[src/rtl/huffman_pkg.sv]
// Shared types and constants for the Huffman frame sequencer.
// Symbol range bounds the values the encoder core can count.
package huffman_pkg;

  localparam int HF_FRAME_LEN = 100;

  localparam logic [7:0] SYM_MIN = 8'd1;
  localparam logic [7:0] SYM_MAX = 8'd6;

  typedef enum logic [2:0] {
    ST_IDLE,
    ST_CLR,
    ST_FEED,
    ST_WAIT_CNT,
    ST_WAIT_CODE,
    ST_DONE,
    ST_ERR
  } hf_ctrl_state_t;

  function automatic logic sym_bad(
    input logic [7:0] s
  );
    return (s < SYM_MIN) || (s > SYM_MAX);
  endfunction

endpackage

[src/rtl/huffman_frame_ctrl_if.sv]
// Upstream pixel valid/ready channel.
// The source drives master, the sequencer takes slave.
interface huffman_frame_ctrl_if;

  logic       src_valid;
  logic [7:0] src_data;
  logic       src_ready;

  modport master (
    output src_valid,
    output src_data,
    input  src_ready
  );

  modport slave (
    input  src_valid,
    input  src_data,
    output src_ready
  );

endinterface

[src/rtl/huffman_wdog.sv]
// Wait-state watchdog: clear on entry, count while enabled.
// expire_o fires on the TIMEOUT-th enabled cycle.
module huffman_wdog #(
  parameter int TIMEOUT = 255
) (
  input  logic clk,
  input  logic reset,
  input  logic clr_i,
  input  logic en_i,
  output logic expire_o
);

  localparam int W = $clog2(TIMEOUT);

  logic [W-1:0] cnt_q;
  logic [W-1:0] cnt_d;

  assign expire_o = en_i && (cnt_q == W'(TIMEOUT - 1));

  always_comb begin
    cnt_d = cnt_q;
    if (clr_i) begin
      cnt_d = '0;
    end else if (en_i && !expire_o) begin
      cnt_d = cnt_q + 1'b1;
    end
  end

  always_ff @(posedge clk) begin
    if (reset) begin
      cnt_q <= '0;
    end else begin
      cnt_q <= cnt_d;
    end
  end

endmodule

[src/rtl/huffman_frame_ctrl.sv]
// Frame sequencer: clears the Huffman core, meters one frame
// of pixels into it and watches for completion or timeout.
module huffman_frame_ctrl
  import huffman_pkg::*;
#(
  parameter int FRAME_LEN  = HF_FRAME_LEN,
  parameter int CLR_CYCLES = 2,
  parameter int TIMEOUT    = 255,
  parameter int FCNT_W     = 8
) (
  input  logic                 clk,
  input  logic                 reset,
  input  logic                 start,
  output logic                 busy,
  huffman_frame_ctrl_if.slave  src,
  output logic                 core_rst,
  output logic                 gray_valid,
  output logic [7:0]           gray_data,
  input  logic                 CNT_valid,
  input  logic                 code_valid,
  output logic                 done,
  output logic                 err,
  output logic [6:0]           bad_cnt,
  output logic [FCNT_W-1:0]    frame_cnt
);

  localparam int PIX_W = $clog2(FRAME_LEN + 1);
  localparam int CLR_W = $clog2(CLR_CYCLES + 1);

  hf_ctrl_state_t state_q, state_d;

  logic [PIX_W-1:0]  pix_q, pix_d;
  logic [CLR_W-1:0]  clr_q, clr_d;
  logic              core_rst_q, core_rst_d;
  logic              gv_q, gv_d;
  logic [7:0]        gd_q, gd_d;
  logic              err_q, err_d;
  logic [6:0]        bad_q, bad_d;
  logic [FCNT_W-1:0] fcnt_q, fcnt_d;

  logic hs;
  logic wd_clr;
  logic wd_en;
  logic wd_exp;

  assign src.src_ready = (state_q == ST_FEED) &&
                         (pix_q < PIX_W'(FRAME_LEN));
  assign hs = src.src_valid && src.src_ready;

  assign wd_en = (state_q == ST_WAIT_CNT) ||
                 (state_q == ST_WAIT_CODE);

  huffman_wdog #(
    .TIMEOUT (TIMEOUT)
  ) u_wdog (
    .clk      (clk),
    .reset    (reset),
    .clr_i    (wd_clr),
    .en_i     (wd_en),
    .expire_o (wd_exp)
  );

  always_comb begin
    state_d = state_q;
    pix_d   = pix_q;
    clr_d   = clr_q;
    gv_d    = 1'b0;
    gd_d    = gd_q;
    err_d   = err_q;
    bad_d   = bad_q;
    fcnt_d  = fcnt_q;
    wd_clr  = 1'b0;

    unique case (state_q)
      ST_IDLE: begin
        if (start) begin
          state_d = ST_CLR;
          err_d   = 1'b0;
          bad_d   = '0;
          clr_d   = CLR_W'(CLR_CYCLES - 1);
          pix_d   = '0;
        end
      end
      ST_CLR: begin
        if (clr_q == '0) begin
          state_d = ST_FEED;
        end else begin
          clr_d = clr_q - 1'b1;
        end
      end
      ST_FEED: begin
        if (hs) begin
          gv_d  = 1'b1;
          gd_d  = src.src_data;
          pix_d = pix_q + 1'b1;
          // Out-of-range pixels still go to the core.
          if (sym_bad(src.src_data) && bad_q != 7'h7f) begin
            bad_d = bad_q + 1'b1;
          end
          if (pix_q == PIX_W'(FRAME_LEN - 1)) begin
            state_d = ST_WAIT_CNT;
            wd_clr  = 1'b1;
          end
        end
      end
      ST_WAIT_CNT: begin
        if (CNT_valid) begin
          state_d = ST_WAIT_CODE;
          wd_clr  = 1'b1;
        end else if (wd_exp) begin
          state_d = ST_ERR;
        end
      end
      ST_WAIT_CODE: begin
        if (code_valid) begin
          state_d = ST_DONE;
        end else if (wd_exp) begin
          state_d = ST_ERR;
        end
      end
      ST_DONE: begin
        fcnt_d  = fcnt_q + 1'b1;
        state_d = ST_IDLE;
      end
      ST_ERR: begin
        state_d = ST_IDLE;
      end
      default: begin
        state_d = ST_IDLE;
      end
    endcase

    if (state_d == ST_ERR) begin
      err_d = 1'b1;
    end
    core_rst_d = (state_d == ST_CLR) || (state_d == ST_ERR);
  end

  always_ff @(posedge clk) begin
    if (reset) begin
      state_q    <= ST_IDLE;
      pix_q      <= '0;
      clr_q      <= '0;
      core_rst_q <= 1'b1;
      gv_q       <= 1'b0;
      gd_q       <= '0;
      err_q      <= 1'b0;
      bad_q      <= '0;
      fcnt_q     <= '0;
    end else begin
      state_q    <= state_d;
      pix_q      <= pix_d;
      clr_q      <= clr_d;
      core_rst_q <= core_rst_d;
      gv_q       <= gv_d;
      gd_q       <= gd_d;
      err_q      <= err_d;
      bad_q      <= bad_d;
      fcnt_q     <= fcnt_d;
    end
  end

  assign busy       = (state_q != ST_IDLE);
  assign done       = (state_q == ST_DONE);
  assign core_rst   = core_rst_q;
  assign gray_valid = gv_q;
  assign gray_data  = gd_q;
  assign err        = err_q;
  assign bad_cnt    = bad_q;
  assign frame_cnt  = fcnt_q;

endmodule

[src/flat_wrapper.sv]
// flat-port wrapper written by rule: the top's interface ports become plain ports
module huffman_frame_ctrl_flat import huffman_pkg::*;
#(
  parameter int FRAME_LEN  = HF_FRAME_LEN,
  parameter int CLR_CYCLES = 2,
  parameter int TIMEOUT    = 255,
  parameter int FCNT_W     = 8
)
  (clk, reset, start, busy, core_rst, gray_valid, gray_data, CNT_valid, code_valid, done, err, bad_cnt, frame_cnt, src_src_valid, src_src_data, src_src_ready);
  huffman_frame_ctrl_if src_i ();
  input  logic clk;
  input  logic reset;
  input  logic start;
  output logic busy;
  output logic core_rst;
  output logic gray_valid;
  output logic [7:0] gray_data;
  input  logic CNT_valid;
  input  logic code_valid;
  output logic done;
  output logic err;
  output logic [6:0] bad_cnt;
  output logic [FCNT_W-1:0] frame_cnt;
  input wire logic [$bits(src_i.src_valid)-1:0] src_src_valid;
  input wire logic [$bits(src_i.src_data)-1:0] src_src_data;
  output wire logic [$bits(src_i.src_ready)-1:0] src_src_ready;
  assign src_i.src_valid = src_src_valid;
  assign src_i.src_data = src_src_data;
  assign src_src_ready = src_i.src_ready;
  huffman_frame_ctrl #(.FRAME_LEN(FRAME_LEN), .CLR_CYCLES(CLR_CYCLES), .TIMEOUT(TIMEOUT), .FCNT_W(FCNT_W)) u_core (.clk(clk), .reset(reset), .start(start), .busy(busy), .src(src_i), .core_rst(core_rst), .gray_valid(gray_valid), .gray_data(gray_data), .CNT_valid(CNT_valid), .code_valid(code_valid), .done(done), .err(err), .bad_cnt(bad_cnt), .frame_cnt(frame_cnt));
endmodule
[config.mk]
export PLATFORM = sky130hd
export DESIGN_NAME = huffman_frame_ctrl_flat
export DESIGN_NICKNAME = d
export VERILOG_FILES = /design/src/rtl/huffman_pkg.sv /design/src/rtl/huffman_frame_ctrl_if.sv /design/src/rtl/huffman_wdog.sv /design/src/rtl/huffman_frame_ctrl.sv /design/src/flat_wrapper.sv
export SDC_FILE = /design/constraint.sdc
export NUM_CORES = 1
export LEC_CHECK = 0
export ABC_AREA = 1
export CAP_MARGIN = 20
export CORE_MARGIN = 1
export CORE_UTILIZATION = 47
export CTS_CLUSTER_SIZE = 20
export DETAILED_ROUTE_END_ITERATION = 12
export HOLD_SLACK_MARGIN = 0.1
export PLACE_DENSITY = 0.78
export SLEW_MARGIN = 20
export SYNTH_ARGS = -nofsm -noshare
export SYNTH_HDL_FRONTEND = slang
export SYNTH_SLANG_ARGS = --single-unit
[constraint.sdc]
create_clock -name clk -period 1.46 [get_ports clk]
set_input_delay 0.219 -clock clk [delete_from_list [all_inputs] [get_ports clk]]
set_output_delay 0.219 -clock clk [all_outputs]
set_load 0.02 [all_outputs]
* After elaboration in Yosys (flattened, before gate mapping) *
Index checks and enable logic that the tools add are counted.

storage, ports and cells
  output and inout port bits = 29
  bits in registers = 46
  logic and storage cells = 81

cells by class
  reduce and logical (&&, ||, !) cells = 23
  bitwise logic cells = 1
  mux-type cells = 25
  $lt $le $gt $ge = 3
  $add $sub $neg = 5
  equal/unequal tests = 14

operator list
  cell                                                           number
  2-to-1 mux 7 bit                                               4
  case mux 7 bit (2 select lines)                                2
  2-to-1 mux 3 bit                                               7
  adder 8 x 1 -> 8 bit, second input constant                    2
  case mux 3 bit (5 select lines)                                1
  adder 7 x 1 -> 7 bit, second input constant                    2
  equality test 3 bit, second input constant                     3
  equality test 8 bit, second input constant                     1
  greater-than comparator 8 x 3 -> 1 bit, second input constant  1
  less-than comparator 8 x 1 -> 1 bit, second input constant     1
  nonzero test 2 bit                                             4
  equality test 7 bit, second input constant                     1
  less-than comparator 7 bit, second input constant              1
  2-to-1 mux 1 bit                                               7
  != test 7 bit, second input constant                           1
  equality test 3 x 1 -> 1 bit, second input constant            2
  equality test 3 x 2 -> 1 bit, second input constant            2
  != test 2 bit, second input constant                           3
  AND reduction 3 bit                                            2
  logical AND 1 bit                                              5
  2-to-1 mux 2 bit                                               2
  case mux 2 bit (2 select lines)                                1
  AND reduction 2 bit                                            2
  AND reduction 4 bit                                            1
  10 further kinds                                               13

* Depth between registers and ports, before layout *
  depth after elaboration = 9
  gate-level depth with buffers = 10

* Cells and area by module *
From an unflattened synthesis, not the netlist that was laid out.

second synthesis, totals
  cells, all modules = 362
  area, all modules = 2487.4 um^2

by module, submodules not included
  module              area each (um^2)  cells each  times used
  huffman_frame_ctrl  2005.7            292         1
  huffman_wdog        481.7             70          1

* Least setup slack after synthesis *
Ideal clock, no wire load.

  kind = reg2reg
  from = register u_core.fcnt_q[0] (netlist: u_core.frame_cnt[0])
  to = register u_core.fcnt_q[6] (netlist: u_core.frame_cnt[6])
  buffers on the path = 0
  data required time = 1.332 ns
  library setup time = 0.128 ns
  stages on the path, launching flop included = 7
  slack = 0.053 ns
  arrival time = 1.280 ns
  clock period less this slack = 1.407 ns
  cells stage by stage = dfxtp_1 ha_1 inv_1 nor3_1 nand3_1 xor2_1 nor2_1

on the way
  word-level cells in the longest chain between the ends = 1

RTL lines
  element                   line                       text
  start: declaration        huffman_frame_ctrl.sv:39   logic [FCNT_W-1:0] fcnt_q, fcnt_d;
  start signal: assignment  huffman_frame_ctrl.sv:159  fcnt_q <= fcnt_d;
  adder 8 x 1 -> 8 bit      huffman_frame_ctrl.sv:122  fcnt_d = fcnt_q + 1'b1;

No other way between the ends.
A chain may end at the register's enable or synchronous reset.

* Final worst setup path *
  from = register u_core.state_q[1]
  to = register u_core.bad_q[0] (netlist: u_core.bad_cnt[0])

on the way
  word-level cells in the longest chain between the ends = 5
  elaborated cells between the ends (all ways) = 10

RTL lines
  element                                  line                                                text
  start: declaration                       huffman_frame_ctrl.sv:30                            hf_ctrl_state_t state_q, state_d;
  start signal: assignment                 huffman_frame_ctrl.sv:151                           state_q <= state_d;
  equality test 3 x 2 -> 1 bit             huffman_frame_ctrl.sv:46, huffman_frame_ctrl.sv:74
  logical AND 1 bit                        huffman_frame_ctrl.sv:46                            assign src.src_ready = (state_q == ST_FEED) &&
  logical AND 1 bit                        huffman_frame_ctrl.sv:48                            assign hs = src.src_valid && src.src_ready;
  != test 2 x 1 -> 1 bit (no source line)  n/a
  AND reduction 4 bit (no source line)     n/a
  end signal: assignment                   huffman_frame_ctrl.sv:148                           bad_q <= '0;
  end signal: assignment                   huffman_frame_ctrl.sv:158                           bad_q <= bad_d;
  end: declaration                         huffman_frame_ctrl.sv:38                            logic [6:0] bad_q, bad_d;

Parallel ways exist; a longest one is shown, timed or not.

==> out/qor.csv <==
metric,value,unit
critical path startpoint category,flop,
Root Driver,clkbuf_8,
Core Rows,24,
Syn Nets,341,
reg2reg setup slack,-1,ps
First DRT Iteration DRCs,190,
"critical path fanouts, max",7,
min-delay worst type,reg2reg,
Max-Cap Viols,0,
Mapped Cells,321,
number of clock sinks,46,
cts hold-fix bufs,0,
post-route ant nets,0,
"commonest non-fill, non-tap cell in the layout",nand2_1,
Max Root-Sink Buffers,2,
residual DRC count,0,
total grt overflow,0,
Yosys reg bits,46,
clock skew,9.99,ps
largest net degree at the start of global routing,24,
CTS HTree Levels,2,
final net count,424,
Num CTS Buffers,5,
Worst-Skew Late Latency,310,ps
Die X,71.7,µm
P_leak,1.47,nW
initial antenna violation count,0,
detailed-router iteration count before antenna repair,4,
antenna diode count,0,
crit end category,flop,
VDD IR max,0.542,mV
Total Die Area,5140,µm²
critical path data arrival time,1700,ps
highest-count cells in the layout ignoring fill and taps,"nand2_1, dfxtp_1, inv_1, buf_4, a21oi_1",
Netlist cell types,32,
PD cells,812,nW/µm²
register area share after synthesis,40.4,%
worst path required time,1700,ps
worst setup margin,-1.17,ps
core area,4500,µm²
Final min period,1460,ps
measured slew at the worst slew-check pin,384,ps
final hold viol count,0,
"FFs w/ async S/R, synth",0,%
wire length per cell,12.7,µm
Slew headroom,74.4,%
failing checks,negative setup slack,
WL final,5800,µm
RSZ-0062 raised after global routing,yes,
Starting Density,50.7,%
GRT Util Overall,22.6,%
Final Max Tran Viols,0,
synthesized cell area,2280,µm²
input/output buffers,42,
critical path class,reg2reg,
total chip power,2.65,mW
Placer Congestion,0.831,
CTS tree,done,
Final HPWL DP,4060,µm
die extent in y,71.7,µm
main flop type after synthesis,dfxtp_1,
vias in the first global route,2050,
Synth Warn #,0,
share of the clock period used by the worst path,100,%
Clock transition at path regs,90,ps
synthesized area per cell,7.11,µm²
Vias,2379,
ratio of cells with drive above 1 in the final layout,23.5,%
Via density,5.21,
Syn-to-layout area delta,43.1,%
Setup Viol. Count Final,2,
"EDFF count, synth",0,
maximum clock rate,684,MHz
status,"complete, but fails checks",
io pins,43,
hold slack,461,ps
wire length of the first global-routing pass,9200,µm
==> Yosys cell counts, types with 3 or more instances <==
library cell,count,area [µm²]
inv_1,38,143
nor2_1,32,120
nand3_1,26,130
clkbuf_1,3,11.3
ha_1,6,75.1
nand4_1,7,43.8
a21oi_1,37,185
dfxtp_1,46,921
o21ai_0,5,25.0
nand2_1,79,297
nor3_1,6,30.0
xor2_1,8,70.1
==> worst max-delay path: stages (launching register included) <==
cell     delay (ps)
dfxtp_4         400
inv_4            50
nor3_4          190
buf_6           140
nand3_4         110
inv_6           130
nand2_8          80
nand2_8         120
nand2_2          60
a21oi_2         120
==> area by class of cell <==
cell class                 instances  area [µm²]
tap                               52        65.1
clock buffer                       6        82.6
fill                             357        1240
multi-input combinational        228        1300
timing repair buffer              82         708
inverter                          41         164
sequential                        46         935
clock inverter                     2        12.5
==> path summary, 6_finish.rpt <==
| kind | from | end | cells after the start |
|---|---|---|---|
| worst min register to register | u_core.gray_data[5]$_SDFFE_PP0P_ | u_core.gray_data[5]$_SDFFE_PP0P_ | 2 |
| worst max-delay path | u_core.state_q[1]$_SDFF_PP0_ | u_core.bad_cnt[0]$_SDFFE_PP0P_ | 9 |
| worst max register to register | u_core.state_q[1]$_SDFF_PP0_ | u_core.bad_cnt[0]$_SDFFE_PP0P_ | 9 |
| worst min-delay path | u_core.gray_data[5]$_SDFFE_PP0P_ | u_core.gray_data[5]$_SDFFE_PP0P_ | 2 |
==> routing by layer <==
| metal | GRT usage (%) | share of wire (%) | vias to the layer above |
|---|---|---|---|
| met5 | 0 | 0 | - |
| met4 | 6.97 | 1.3 | 0 |
| met3 | 4.78 | 4.8 | 8 |
| met2 | 35.2 | 47 | 64 |
| met1 | 31.5 | 46 | 1095 |
| li1 | - | - | 1212 |
==> timing repair <==
item / 4_1_cts / 5_1_grt
gates cloned: 0 / 1
endpoints found under the setup margin: 46 / 39
pin swaps: 0 / 8
setup buffers: 0 / 4
gates resized for setup: 39 / 50
==> per-stage QoR <==
step	instance area (µm²)	util, %	setup WS [ps]	setup TNS (ps)	cells
CTS	3080	68.3	1.79	0	452
detailed placement	2990	66.4	-103	-776	444
global route	3270	72.5	-75.2	-879	457
global placement	2990	66.4	-68.2	-402	444
finish	3270	72.5	-1.17	-1.75	457
floorplan	2280	-	52.6	0	321
==> kinds of logic after synthesis <==
family / synth area share (%)
xor gates and xnor gates: 3.84
and+or+nand+nor: 33.1
DFF: 40.4
AOI/OAI and AO/OA: 11.0
adders and majority gates: 3.29
buffers and inverters: 8.50
==> flip-flops by register name, summed over array words and instances, names as in the netlist, 2 cells and up <==
register	flops
u_core.frame_cnt	8
u_core.pix_q	7
u_core.bad_cnt	7
u_core.u_wdog.cnt_q	8
u_core.state_q	3
u_core.gray_data	8
u_core.clr_q	2
==> power breakdown <==
part | total [mW] | internal [mW] | switching (mW)
clock | 0.820 | 0.381 | 0.439
sequential | 1.32 | 1.29 | 0.0317
combinational | 0.512 | 0.229 | 0.282
total | 2.65 | 1.90 | 0.753
Power figures use the tool's default switching activity.
